[src/rtl/bit4_serial_sub_if.sv]
// Request/result bundle for the bit-serial subtractor.
// The master side issues start with operands; the slave side reports progress and the result.
interface bit4_serial_sub_if #(
  parameter int WIDTH = 4
);
  logic             start;
  logic [WIDTH-1:0] A;
  logic [WIDTH-1:0] B;
  logic             busy;
  logic             done;
  logic [WIDTH-1:0] Diff;
  logic             Borrow;
  logic             Ovf;

  modport master (
    output start, A, B,
    input  busy, done, Diff, Borrow, Ovf
  );

  modport slave (
    input  start, A, B,
    output busy, done, Diff, Borrow, Ovf
  );
endinterface

[src/rtl/bit4_serial_sub.sv]
// Bit-serial subtractor: computes A - B one bit per clock, LSB first, using a
// single full-subtractor cell and a borrow flop. A request is accepted only
// while idle. The result appears WIDTH edges later with a one-cycle done pulse.
// WIDTH must match the WIDTH of the connected interface instance.
module bit4_serial_sub #(
  parameter int WIDTH = 4
) (
  input  logic            clk,
  input  logic            rst,
  bit4_serial_sub_if.slave bus
);

  localparam int CNT_W = ($clog2(WIDTH) > 1) ? $clog2(WIDTH) : 1;

  typedef enum logic {
    IDLE,
    SHIFT
  } state_t;

  state_t           state;
  state_t           state_next;
  logic             accept;
  logic             finish;

  logic [WIDTH-1:0] a_sr;
  logic [WIDTH-1:0] b_sr;
  // Only the upper WIDTH-1 result bits need storing. The newest bit joins them on completion.
  logic [WIDTH-2:0] r_sr;
  logic             bflop;
  logic [CNT_W-1:0] cnt;
  logic             a_msb;
  logic             b_msb;

  logic             d;
  logic             bo;
  logic [WIDTH-1:0] r_next;

  // Full-subtractor cell on the current LSBs plus the incoming borrow.
  assign d      = a_sr[0] ^ b_sr[0] ^ bflop;
  assign bo     = (~a_sr[0] & b_sr[0]) | (~(a_sr[0] ^ b_sr[0]) & bflop);
  assign r_next = {d, r_sr};

  assign bus.busy = (state == SHIFT);

  // State register.
  always_ff @(posedge clk) begin
    // NOTE: sequential state uses non-blocking assignments so every flop samples pre-edge values.
    if (rst) begin
      state <= IDLE;
    end else begin
      state <= state_next;
    end
  end

  // Next-state logic: accept from idle, finish after the last bit.
  always_comb begin
    // NOTE: defaults first so no path leaves an output unassigned, which would infer a latch.
    state_next = state;
    accept     = 1'b0;
    finish     = 1'b0;
    unique case (state)
      IDLE: begin
        if (bus.start) begin
          accept     = 1'b1;
          state_next = SHIFT;
        end
      end
      SHIFT: begin
        if (cnt == CNT_W'(WIDTH - 1)) begin
          finish     = 1'b1;
          state_next = IDLE;
        end
      end
      default: state_next = IDLE;
    endcase
  end

  // Datapath: operand capture, one bit per shift cycle, result publish on finish.
  always_ff @(posedge clk) begin
    if (rst) begin
      a_sr       <= '0;
      b_sr       <= '0;
      r_sr       <= '0;
      bflop      <= 1'b0;
      cnt        <= '0;
      a_msb      <= 1'b0;
      b_msb      <= 1'b0;
      bus.done   <= 1'b0;
      bus.Diff   <= '0;
      bus.Borrow <= 1'b0;
      bus.Ovf    <= 1'b0;
    end else begin
      bus.done <= 1'b0;
      if (accept) begin
        a_sr  <= bus.A;
        b_sr  <= bus.B;
        bflop <= 1'b0;
        cnt   <= '0;
        a_msb <= bus.A[WIDTH-1];
        b_msb <= bus.B[WIDTH-1];
      end
      if (state == SHIFT) begin
        a_sr  <= a_sr >> 1;
        b_sr  <= b_sr >> 1;
        r_sr  <= r_next[WIDTH-1:1];
        bflop <= bo;
        cnt   <= cnt + 1'b1;
      end
      if (finish) begin
        bus.done   <= 1'b1;
        bus.Diff   <= r_next;
        bus.Borrow <= bo;
        // Signed overflow occurs only when the operand signs differ and the result sign differs from A.
        bus.Ovf    <= (a_msb != b_msb) && (d != a_msb);
      end
    end
  end

endmodule
[src/flat_wrapper.sv]
// flat-port wrapper written by rule: the top's interface ports become plain ports
module bit4_serial_sub_flat 
#(
  parameter int WIDTH = 4
)
  (clk, rst, bus_start, bus_A, bus_B, bus_busy, bus_done, bus_Diff, bus_Borrow, bus_Ovf);
  bit4_serial_sub_if #(.WIDTH(WIDTH)) bus_i ();
  input  logic clk;
  input  logic rst;
  input wire logic [$bits(bus_i.start)-1:0] bus_start;
  input wire logic [$bits(bus_i.A)-1:0] bus_A;
  input wire logic [$bits(bus_i.B)-1:0] bus_B;
  output wire logic [$bits(bus_i.busy)-1:0] bus_busy;
  output wire logic [$bits(bus_i.done)-1:0] bus_done;
  output wire logic [$bits(bus_i.Diff)-1:0] bus_Diff;
  output wire logic [$bits(bus_i.Borrow)-1:0] bus_Borrow;
  output wire logic [$bits(bus_i.Ovf)-1:0] bus_Ovf;
  assign bus_i.start = bus_start;
  assign bus_i.A = bus_A;
  assign bus_i.B = bus_B;
  assign bus_busy = bus_i.busy;
  assign bus_done = bus_i.done;
  assign bus_Diff = bus_i.Diff;
  assign bus_Borrow = bus_i.Borrow;
  assign bus_Ovf = bus_i.Ovf;
  bit4_serial_sub #(.WIDTH(WIDTH)) u_core (.clk(clk), .rst(rst), .bus(bus_i));
endmodule
[config.mk]
export PLATFORM = sky130hd
export DESIGN_NAME = bit4_serial_sub_flat
export DESIGN_NICKNAME = d
export VERILOG_FILES = /design/src/rtl/bit4_serial_sub_if.sv /design/src/rtl/bit4_serial_sub.sv /design/src/flat_wrapper.sv
export SDC_FILE = /design/constraint.sdc
export NUM_CORES = 1
export LEC_CHECK = 0
export ABC_AREA = 0
export BUFFER_PORTS_ARGS = -buffer_cell sky130_fd_sc_hd__buf_2
export CORE_MARGIN = 3
export CORE_UTILIZATION = 43
export DETAILED_ROUTE_END_ITERATION = 10
export GPL_ROUTABILITY_DRIVEN = 0
export PLACE_DENSITY_LB_ADDON = 0.2
export SLEW_MARGIN = 20
export SYNTH_ARGS = -nofsm -noshare
export SYNTH_HDL_FRONTEND = slang
export SYNTH_SLANG_ARGS = --single-unit
[constraint.sdc]
create_clock -name clk -period 1.45 [get_ports clk]
set_input_delay 0.3625 -clock clk [delete_from_list [all_inputs] [get_ports clk]]
set_output_delay 0.3625 -clock clk [all_outputs]
set_load 0.01 [all_outputs]
# Word level (Yosys, flattened, before mapping)
# Index checks and enable logic that the tools add are counted.
[totals] register_bits=24 latchBits=0 ramBits=0 mem_bits_ro=0 input_bits=11 out_inout_bits=8 elab_cells=44 memories=0
[classes] addsub=1 multipliers=0 div_mod_pow=0 magnitude_cmp=0 eq_ne=3 shifts=0 muxes=15 bitwise=8 reduce_logical=3
[op_table] operator="two-way mux 3 bit" count=4
[op_table] operator="two-way mux 1 bit" count=8
[op_table] operator="two-way mux 2 bit" count=2
[op_table] operator="inverter 1 bit" count=3
[op_table] operator="adder 2 x 1 -> 2 bit (second input constant)" count=1
[op_table] operator="bitwise AND 1 bit" count=2
[op_table] operator="equality test 2 bit (second input constant)" count=1
[op_table] operator="inequality test 1 bit" count=2
[op_table] operator="one-hot mux 1 bit (2 select lines)" count=1
[op_table] operator="nonzero test 2 bit" count=1
[op_table] operator="OR reduction 2 bit" count=1
[op_table] operator="bitwise XOR 1 bit" count=2
[op_table] operator="logical AND 1 bit" count=1
[op_table] operator="OR 1 bit" count=1

# Depth between registers and ports, before layout
# Gate-level depths: netlist (run 1).
[logic_depth] word_depth=5 ltp_mapped=5

# Least setup slack after synthesis (run 1)
# OpenSTA, ideal clock, no wires.
[synth_timing] path_kind="reg-to-reg" start="reg u_core.b_sr[0]" end="reg u_core.bus.Ovf" setup_ns=0.125 arrival_time_ns=1.276 path_slack_ns=0.050 path_stages_with_launch=6 path_buffers=0 path_cell_list="dfxtp_1 inv_1 fa_1 nor2_1 a221oi_1 nor3_1"
[synth_via] elab_chain_cells=4
[synth_lines] element="from (decl)" line="bit4_serial_sub.sv:26" rtl="logic [WIDTH-1:0] b_sr;"
[synth_lines] element="from (signal assigned)" line="bit4_serial_sub.sv:96" rtl="b_sr <= bus.B;"
[synth_lines] element="from (signal assigned)" line="bit4_serial_sub.sv:104" rtl="b_sr <= b_sr >> 1;"
[synth_lines] element="bitwise XOR 1 bit (2 in series)" line="bit4_serial_sub.sv:39" rtl="assign d = a_sr[0] ^ b_sr[0] ^ bflop;"
[synth_lines] element="named net u_core.d" line="bit4_serial_sub.sv:34" rtl="logic d;"
[synth_lines] element="inequality test 1 bit" line="bit4_serial_sub.sv:114" rtl="bus.Ovf <= (a_msb != b_msb) && (d != a_msb);"
[synth_lines] element="logical AND 1 bit" line="bit4_serial_sub.sv:114"
[synth_lines] element="to (signal assigned)" line="bit4_serial_sub.sv:114"
[synth_lines] element="to (decl)" line="bit4_serial_sub_if.sv:22" rtl="output busy, done, Diff, Borrow, Ovf"
# The timed path passes the listed nets, and every way through them passes these cells.
# A chain may end at the register's enable or synchronous reset.

# Worst setup path in the final report (run 1)
# Ends and elaborated chain as after synthesis.

==> results of run 1 <==
## critical path, stage by stage, from the launching register on
cell	delay, ns
dfxtp_2	0.35
inv_2	0.04
fa_2	0.60
nor2_2	0.04
a221oi_2	0.21
nor3_1	0.08
## logic make-up after synthesis
group / after synthesis
and+or+nand+nor: 39
DFF: 24
muxes: 18
AOI/OAI and AO/OA: 10
buffers and inverters: 9
adders and majority gates: 2
## power groups by stage
stage	clock network [mW]	registers [mW]	logic (mW)
global route	0.384	0.708	0.163
global placement	0	0.715	0.139
finish	0.336	0.703	0.147
detailed placement	0	0.717	0.143
floorplan	0	0.712	0.104
CTS	0.355	0.703	0.143
## layout make-up
cell class | count | area, um2
repair buffers | 23 | 127.6
well taps | 27 | 33.78
clock buffers | 4 | 36.28
flip-flops and latches | 24 | 483.0
fillers | 208 | 913.4
multi-input cells | 69 | 476.7
inverters | 3 | 11.26
## through the flow
step           instances  setup WS [ns]
2_1_floorplan        102        0.04986
3_3_place_gp         146        0.03137
3_5_place_dp         146       -0.02475
4_1_cts              150      -0.006223
5_1_grt              150       -0.09473
6_report             150        0.01713
## synth_stat cells
library cell / count
dfxtp_1: 24
nor2_1: 18
mux2i_1: 12
nand2_1: 10
a21oi_1: 7
nor3_1: 4
inv_1: 3
mux2_2: 3
mux2_4: 3
buf_4: 2
clkbuf_1: 2
nor3b_1: 2
a211oi_1: 1
a221oi_1: 1
and2_1: 1
buf_2: 1
buf_6: 1
fa_1: 1
ha_1: 1
nand2b_1: 1
nand3b_1: 1
nor2b_1: 1
o31a_1: 1
or2b_1: 1
## layer usage
metal	vias to the layer above	wire [um]	GRT usage, %
met5	-	0	0
met1	340	766	16.05
met4	0	12	3.320
met3	2	109	5.817
li1	385	-	-
met2	14	806	23.31
## what timing repair did
| item | 4_1_cts | 5_1_grt |
|---|---|---|
| endpoints found under the setup margin | 1 | 1 |
| hold buffers | 0 | 0 |
| endpoints found under the hold margin | 0 | 0 |
| resized for setup | 3 | 4 |
| buffers inserted | 0 | 0 |
| pin swaps | 4 | 3 |
## placed cells by master, fill, tap and decap left out
cell type / count
fa_2: 1
nor2b_1: 1
a221oi_2: 1
buf_2: 18
a211oi_1: 1
or2b_1: 1
nor2_2: 1
nand2b_1: 1
mux2i_1: 12
inv_2: 2
nand3b_1: 1
buf_4: 5
dfxtp_2: 2
nor2_1: 17
mux2_2: 3
o31a_1: 1
clkbuf_8: 1
inv_1: 1
mux2_4: 3
nand2_1: 10
dfxtp_1: 22
clkbuf_4: 3
nor3_1: 4
ha_1: 1
and2_1: 1
a21oi_1: 7
nor3b_1: 2
## flip-flops by register name, indices dropped and copies added (netlist names)
name	count
u_core.a_msb	1
u_core.a_sr	4
u_core.b_msb	1
u_core.b_sr	4
u_core.bflop	1
u_core.bus.Borrow	1
u_core.bus.Diff	4
u_core.bus.Ovf	1
u_core.bus.busy	1
u_core.bus.done	1
u_core.cnt	2
u_core.r_sr	3
## how the worst max path moves through the flow
stage | endpoint | slack [ns] | depth (start not counted)
after floorplan | u_core.bus.Ovf | 0.05 | 5
after global placement | u_core.bus.Ovf | 0.03 | 5
after detailed placement | u_core.bus.Ovf | -0.02 | 5
after CTS | u_core.bus.Ovf | -0.006 | 5
after global routing | u_core.bus.Ovf | -0.09 | 5
final | u_core.bus.Ovf | 0.02 | 5
==> impl_results.md, run 1 <==
* Hold depth at 3
* Unrepaired setup endpoints after global routing: yes
* HPWL after detailed placement at 1276 um
* Status: completed
* Port bufs at 18
* Clock latency at the later pin of the worst-skew pair at 0.31 ns
* Initial antenna violation count at 0
* Grt ovf at 0
* Slew @ Worst Pin at 0.4166 ns
* Critical Path Fanout Max at 3
* 1st-pass router iterations at 4
* Final Cell Area at 1169 um2
* Syn Nets at 115
* F_max at 697.9 MHz
* Clock network fraction of design power at 28.4%
* Clock Tree Buf Depth at 2
* Hold WS at 0.3102 ns
* Switching part of the total at 22.75%
* Area after DPL at 1119 um2
* Antenna Diode Count at 0
* Initial drt markers at 9
* Crit Path Class: reg -> reg
* CTS tree: yes
* Peak supply drop at 0.0007470 V
* Average cell area after synthesis at 9.764 um2
* Root Buffer: clkbuf_4
* Hold_sp: bus_A[3]
* Critical Path End Type: register
* Total of max-cap violations at 0
* CP arrival at 1.62 ns
* CTS H-Tree Depth at 1
* Combinational power share at 12.4%
* Wire per inst at 11.29 um
* # IOs at 19
* Crit path launch type: register
* Start point of the critical path: u_core.b_sr[0]
* Cell Area, Synth at 996.0 um2
* Synth top area cells: dfxtp_1 48%, mux2i_1 12%, nor2_1 6.8%
* Area delta synth->final at 17.34%
* Largest family of logic cells by synthesized area: multiplexers
* Synth Warn # at 0
* Routed wire length at 1694 um
* Type of the worst min-delay path: in -> reg
* DR vias at 741
* Die X-Extent at 54.13 um
* Hold Violations, Final at 0
* Post-synthesis sequential area ratio at 48.24%
* Min-Delay Endpoint: u_core.a_msb
* Die area at 2930 um2
* Core area at 2082 um2
* Synth Area in XOR/XNOR at 0%
* Share of cells above drive strength 1 at 32.52%
* Internal power at 916.5 uW
* Slew HR at 72.23%
* Max-slew violations at 0
* Critical R2R Launch: u_core.b_sr[0]
* Post-synth top area share at 48.24%
* Post-route ant nets at 0
* Final setup fails at 0
* Pwr per Cell Area at 1015 nW/um2
* Row cnt at 16
* Proportion of synthesized area in mux cells at 19.97%
* Global-route wire length before repair at 2925 um
* Clock Sinks at 24
* Die Ht at 54.13 um
* TritonCTS buffer count at 3
* Clk slew on worst S/H paths at 0.12 ns
* Sw Pwr at 270.0 uW
* Residual DRC at 0
* Compound-gate portion of the synthesized area at 6.030%
* Leak pwr at 0.5142 nW
* Final period utilization at 98.82%
* Synth area leader: dfxtp_1
* Seq pwr share at 59.3%
* FF+latch count, synth at 24
* Post-Synth Adder-Cell Area at 3.266%
* Largest net degree at the start of global routing at 25
* Synth cell types at 24
* Total power draw at 1.186 mW
* R2r setup slk at 0.02 ns
* Simple-gate share of the synthesized area at 17.46%
* Global-route usage over all layers at 13.82%
* Setup TNS at 0 ns
* Initial core utilization at 47.84%
* Final Skew at 0.006738 ns
* Util after Layout at 56.13%
* Final net count at 137
* FF-to-FF End: u_core.bus.Ovf
* CP required at 1.64 ns
* Vias in the first global route at 689
* Vias per cell at 4.940
* Cell count after synthesis at 102
* R2r worst-path depth at 5
* Fin crit period at 1.433 ns
Power figures use the tool's default switching activity.
==> run 2, diff against run 1 <==
--- a/config.mk
+++ b/config.mk
@@ -6,12 +6,13 @@
 export NUM_CORES = 1
 export LEC_CHECK = 0
 export ABC_AREA = 0
-export BUFFER_PORTS_ARGS = -buffer_cell sky130_fd_sc_hd__buf_2
+export BUFFER_PORTS_ARGS = -buffer_cell sky130_fd_sc_hd__clkbuf_2
 export CORE_MARGIN = 3
 export CORE_UTILIZATION = 43
 export DETAILED_ROUTE_END_ITERATION = 10
 export GPL_ROUTABILITY_DRIVEN = 0
 export PLACE_DENSITY_LB_ADDON = 0.2
+export REMOVE_ABC_BUFFERS = 1
 export SLEW_MARGIN = 20
 export SYNTH_ARGS = -nofsm -noshare
 export SYNTH_HDL_FRONTEND = slang
==> impl_results.md, run 2 (same netlist as run 1, synthesis figures left out) <==
* DR vias at 727 (was 741)
* Port bufs at 18 (unchanged)
* Hold WS at 0.2968 ns (was 0.3102 ns)
* Setup Buffers After CTS at 0 (unchanged)
* Die X-Extent at 54.13 um (unchanged)
* Met1 Use GR at 15.68% (was 16.05%)
* Unrepaired setup endpoints after global routing: yes (unchanged)
* CP arrival at 1.64 ns (was 1.62 ns)
* Wire per inst at 11.59 um (was 11.29 um)
* Vias in the first global route at 673 (was 689)
* Status: complete, but fails checks (was completed)
* M2 GR Usage at 23.51% (was 23.31%)
* Combinational power share at 12.7% (was 12.4%)
* Global-route wire length before repair at 2877 um (was 2925 um)
* Hold Violations, Final at 0 (unchanged)
* M3 GR Usage at 5.817% (unchanged)
* # IOs at 19 (unchanged)
* Clock Tree Buf Depth at 2 (unchanged)
* Vias per cell at 4.946 (was 4.940)
* Most common cell after layout, fill and taps aside: dfxtp_1 (unchanged)
* FILL cells at 206 (was 208)
* Crit Path Class: reg -> reg (unchanged)
* Critical Path Fanout Max at 3 (unchanged)
* CP delay by family, top: adder cells (unchanged)
* Max-slew violations at 0 (unchanged)
* Most Used Layer, Global Route: met2 (unchanged)
* Biggest regs: u_core.a_sr (4), u_core.b_sr (4), u_core.bus.Diff (4) (unchanged)
* Sw Pwr at 267.0 uW (was 270.0 uW)
* Residual DRC at 0 (unchanged)
* Final Skew at 0.002610 ns (was 0.006738 ns)
* Final WS setup at -0.001268 ns (was 0.01713 ns)
* Fin crit period at 1.451 ns (was 1.433 ns)
* Antenna Diode Count at 0 (unchanged)
* Clock network fraction of design power at 24.7% (was 28.4%)
* Slew HR at 68.40% (was 72.23%)
* CP required at 1.64 ns (about the same)
* R2r setup slk at -0.001 ns (was 0.02 ns)
* Die area at 2930 um2 (unchanged)
* Post-route ant nets at 0 (unchanged)
* Seq pwr share at 62.6% (was 59.3%)
* Final net count at 135 (was 137)
* Largest net degree at the start of global routing at 25 (unchanged)
* Root Buffer: clkbuf_4 (unchanged)
* Multi-input logic area at 476.7 um2 (unchanged)
* CP max stage delay at 0.59 ns (was 0.60 ns)
* Routed wire length at 1703 um (was 1694 um)
* Clock latency at the later pin of the worst-skew pair at 0.31 ns (about the same)
* CP Cell Sequence: inv_2 -> fa_2 -> nor2_2 -> a221oi_2 -> nor3_1 (unchanged)
* Final period utilization at 100.1% (was 98.82%)
* Worst Path Buf+Inv at 1 (unchanged)
* Critical Path End Type: register (unchanged)
* Failing checks: setup timing
* Total of max-cap violations at 0 (unchanged)
* Share of cells above drive strength 1 at 31.67% (was 32.52%)
* # hold bufs at CTS at 0 (unchanged)
* Final setup fails at 1 (was 0)
* HPWL after detailed placement at 1219 um (was 1276 um)
* Die Ht at 54.13 um (unchanged)
* 1st-pass router iterations at 2 (was 4)
* Leak pwr at 0.4935 nW (was 0.5142 nW)
* Slew @ Worst Pin at 0.4740 ns (was 0.4166 ns)
* Clk slew on worst S/H paths at 0.12 ns (about the same)
* TritonCTS buffer count at 3 (unchanged)
* Initial drt markers at 3 (was 9)
* CTS H-Tree Depth at 1 (unchanged)
* Row cnt at 16 (unchanged)
* CTS tree: yes (unchanged)
* Type of the worst min-delay path: in -> reg (unchanged)
* Pwr per Cell Area at 987.0 nW/um2 (was 1015 nW/um2)
* Global-route usage over all layers at 13.98% (was 13.82%)
* Reg area at 484.2 um2 (was 483.0 um2)
* Initial antenna violation count at 0 (unchanged)
* Worst path slowest cell: fa_2 (unchanged)
* Crit path launch type: register (unchanged)
* Grt ovf at 0 (unchanged)
* Initial core utilization at 47.84% (unchanged)
* Clock Sinks at 24 (unchanged)
* Core area at 2082 um2 (unchanged)
* Peak supply drop at 0.0006316 V (was 0.0007470 V)
* Area delta synth->final at 14.57% (was 17.34%)
* Commonest non-fill, non-tap cells in the layout: 21 x dfxtp_1, 18 x clkbuf_2, 17 x nor2_1 (was 22 x dfxtp_1, 18 x buf_2, 17 x nor2_1)
* Internal power at 859.2 uW (was 916.5 uW)
* F_max at 689.1 MHz (was 697.9 MHz)
* Setup TNS at -0.001268 ns (was 0 ns)
* Switching part of the total at 23.71% (was 22.75%)
run 2: metal layers:
| layer | part of all wire [%] | wire [um] |
|---|---|---|
| met1 | 45 | 759 |
| met2 | 47 | 808 |
| met3 | 5.9 | 101 |
| met4 | 1.9 | 33 |
| met5 | 0 | 0 |
run 2: area by class of cell:
type | instances | area share [%]
Multi-Input combinational cell | 69 | 41.78
Inverter | 3 | 0.9868
Clock buffer | 3 | 1.974
Timing Repair Buffer | 21 | 9.868
Sequential cell | 24 | 42.43
Tap cell | 27 | 2.961
run 2: path summary, 6_finish.rpt:
check | start | depth (start not counted) | end
worst min-delay path | bus_A[3] | 3 | u_core.a_msb
worst max-delay path | u_core.b_sr[0] | 5 | u_core.bus.Ovf
worst min register to register | u_core.bus.Diff[0] | 2 | u_core.bus.Diff[0]
worst max register to register | u_core.b_sr[0] | 5 | u_core.bus.Ovf
run 2: what timing repair did:
item	in CTS	in global routing
cloned	0	0
resized for setup	3	5
pin swaps	4	4
setup endpoints to repair	1	2
run 2: power groups by stage:
stage          clock, mW  sequential [mW]  combinational (mW)
6_report           0.278            0.705               0.143
2_1_floorplan          0            0.721              0.0767
5_1_grt            0.325            0.710               0.160
3_3_place_gp           0            0.717               0.134
4_1_cts            0.300            0.704               0.141
3_5_place_dp           0            0.719               0.139
run 2: worst register-to-register path, cell delays in order (launching register included):
cell and delay (ns):
dfxtp_2 0.35, inv_2 0.04, fa_2 0.60, nor2_2 0.05, a221oi_2 0.22, nor3_1 0.08
run 2: stage by stage:
step	util [%]	cell area, um2	instances	setup WS (ns)	power [mW]
3_5_place_dp	53.00	1104	144	-0.05148	0.8573
2_1_floorplan	-	957.2	96	-0.05036	0.7981
4_1_cts	54.45	1134	147	-0.01485	1.145
3_3_place_gp	53.00	1104	144	0.03039	0.8515
5_1_grt	54.81	1141	147	-0.03138	1.195
6_report	54.81	1141	147	-0.001268	1.126
==> run 3, diff against run 2 <==
--- a/config.mk
+++ b/config.mk
@@ -11,9 +11,11 @@
 export CORE_UTILIZATION = 43
 export DETAILED_ROUTE_END_ITERATION = 10
 export GPL_ROUTABILITY_DRIVEN = 0
+export MAX_ROUTING_LAYER = met4
 export PLACE_DENSITY_LB_ADDON = 0.2
 export REMOVE_ABC_BUFFERS = 1
 export SLEW_MARGIN = 20
 export SYNTH_ARGS = -nofsm -noshare
 export SYNTH_HDL_FRONTEND = slang
 export SYNTH_SLANG_ARGS = --single-unit
+export TNS_END_PERCENT = 20
==> impl_results.md, run 3 (same netlist as run 1, synthesis figures left out) <==
* # IOs at 19 (unchanged)
* Core area at 2082 um2 (unchanged)
* Clock Sinks at 24 (unchanged)
* Die Ht at 54.13 um (unchanged)
* M2 GR Usage at 23.51% (unchanged)
* 1st-pass router iterations at 2 (unchanged)
* Final net count at 135 (unchanged)
* Vias per cell at 4.946 (unchanged)
* CTS tree: yes (unchanged)
* Final period utilization at 100.4% (was 100.1%)
* Largest net degree at the start of global routing at 25 (unchanged)
* CP Cell Sequence: inv_2 -> fa_1 -> nor2_1 -> a221oi_2 -> nor3_1 (was inv_2 -> fa_2 -> nor2_2 -> a221oi_2 -> nor3_1)
* Worst path slowest cell: fa_1 (was fa_2)
* Initial drt markers at 4 (was 3)
* Root Buffer: clkbuf_4 (unchanged)
* Critical Path End Type: register (unchanged)
* Status: complete, but fails checks (unchanged)
* Leak pwr at 0.4925 nW (was 0.4935 nW)
* M3 GR Usage at 5.817% (unchanged)
* Residual DRC at 0 (unchanged)
* Clk slew on worst S/H paths at 0.12 ns (about the same)
* Crit path launch type: register (unchanged)
* Util after Layout at 54.51% (was 54.81%)
* Vias in the first global route at 673 (unchanged)
* HPWL after detailed placement at 1219 um (unchanged)
* Slew @ Worst Pin at 0.4787 ns (was 0.4740 ns)
* CP arrival at 1.64 ns (about the same)
* Hold Violations, Final at 0 (unchanged)
* F_max at 686.7 MHz (was 689.1 MHz)
* Type of the worst min-delay path: in -> reg (unchanged)
* Critical Path Fanout Max at 3 (unchanged)
* Final setup fails at 1 (unchanged)
* Unrepaired setup endpoints after global routing: yes (unchanged)
* Max-slew violations at 0 (unchanged)
* Global-route wire length before repair at 2877 um (unchanged)
* CP max stage delay at 0.59 ns (about the same)
* Post-Place Cells at 144 (unchanged)
* Port bufs at 18 (unchanged)
* # hold bufs at CTS at 0 (unchanged)
* Initial core utilization at 47.84% (unchanged)
* CTS H-Tree Depth at 1 (unchanged)
* Clock Tree Buf Depth at 2 (unchanged)
* Grt ovf at 0 (unchanged)
* Die area at 2930 um2 (unchanged)
* Area delta synth->final at 13.94% (was 14.57%)
* CP required at 1.64 ns (about the same)
* Row cnt at 16 (unchanged)
* Most Used Layer, Global Route: met2 (unchanged)
* Global-route usage over all layers at 14.38% (was 13.98%)
* Routed wire length at 1702 um (was 1703 um)
* Failing checks: setup timing (unchanged)
* Final Skew at 0.002904 ns (was 0.002610 ns)
* Share of cells above drive strength 1 at 28.33% (was 31.67%)
* Commonest non-fill, non-tap cells in the layout: 22 x dfxtp_1, 18 x nor2_1, 18 x clkbuf_2 (was 21 x dfxtp_1, 18 x clkbuf_2, 17 x nor2_1)
* Peak supply drop at 0.0006338 V (was 0.0006316 V)
* Setup Buffers After CTS at 0 (unchanged)
* Biggest regs: u_core.a_sr (4), u_core.b_sr (4), u_core.bus.Diff (4) (unchanged)
* FILL cells at 206 (unchanged)
* Wire per inst at 11.58 um (was 11.59 um)
* Die X-Extent at 54.13 um (unchanged)
* Post-route ant nets at 0 (unchanged)
* Pwr per Cell Area at 989.1 nW/um2 (was 987.0 nW/um2)
* Fin crit period at 1.456 ns (was 1.451 ns)
* Most common cell after layout, fill and taps aside: dfxtp_1 (unchanged)
* Clock latency at the later pin of the worst-skew pair at 0.31 ns (about the same)
* Initial antenna violation count at 0 (unchanged)
* TritonCTS buffer count at 3 (unchanged)
* Final cell count without fillers at 147 (unchanged)
* Final WS setup at -0.006280 ns (was -0.001268 ns)
* Total of max-cap violations at 0 (unchanged)
* Slew HR at 68.08% (was 68.40%)
* Crit Path Class: reg -> reg (unchanged)
* DR vias at 727 (unchanged)
* Met1 Use GR at 15.68% (unchanged)
* Antenna Diode Count at 0 (unchanged)
run 3: cell counts in the layout (fill, tap and decap cells not counted):
Identical to the previous run, type by type.
run 3: repair_timing:
action                     in CTS  in global routing
gates resized for setup         3                  1
cloned                          0                  0
setup endpoints to repair       1                  2
pin swaps                       4                  0
run 3: through the flow:
step | setup TNS (ns) | instance area (um2) | hold slack, ns | setup WS [ns] | total power, mW
floorplan | -0.06341 | 957.2 | 0.4251 | -0.05036 | 0.7981
global placement | 0 | 1104 | 0.4427 | 0.03039 | 0.8515
detailed placement | -0.05148 | 1104 | 0.4454 | -0.05148 | 0.8573
CTS | -0.01485 | 1134 | 0.2872 | -0.01485 | 1.145
global route | -0.05237 | 1135 | 0.2849 | -0.05237 | 1.190
finish | -0.006280 | 1135 | 0.2964 | -0.006280 | 1.122
run 3: worst paths after layout:
| path | from | cells after the start | end | slack, ns |
|---|---|---|---|---|
| max | u_core.bflop | 5 | u_core.bus.Ovf | -0.006 |
| min | bus_A[3] | 3 | u_core.a_msb | 0.30 |
| max reg2reg | u_core.bflop | 5 | u_core.bus.Ovf | -0.006 |
| min reg2reg | u_core.bus.Diff[0] | 2 | u_core.bus.Diff[0] | 0.46 |
run 3: worst max-delay path: cells and delay by family (launching register included):
| kind | cells | cell delay (ns) |
|---|---|---|
| adders and majority gates | 1 | 0.59 |
| DFF | 1 | 0.34 |
| AOI/OAI and AO/OA | 1 | 0.23 |
| and+or+nand+nor | 2 | 0.14 |
| buffers and inverters | 1 | 0.04 |
run 3: final cells by class:
class	instances	area (um2)	share of cell area (%)
tap	27	33.78	2.977
multi-input combinational	69	471.7	41.57
sequential	24	483.0	42.56
clock buffer	3	22.52	1.985
inverter	3	11.26	0.9923
timing repair buffer	21	112.6	9.923
run 3: per-layer routing:
layer  vias up  wire length (um)
li1        377                 -
met1       328               765
met5         -                 0
met3         5               101
met2        17               801
met4         0                33
run 3: power breakdown:
group / internal [mW] / switching (mW) / total [mW]
logic: 0.0740 / 0.0658 / 0.140
clock network: 0.0971 / 0.182 / 0.279
registers: 0.685 / 0.0191 / 0.704
total: 0.856 / 0.266 / 1.12
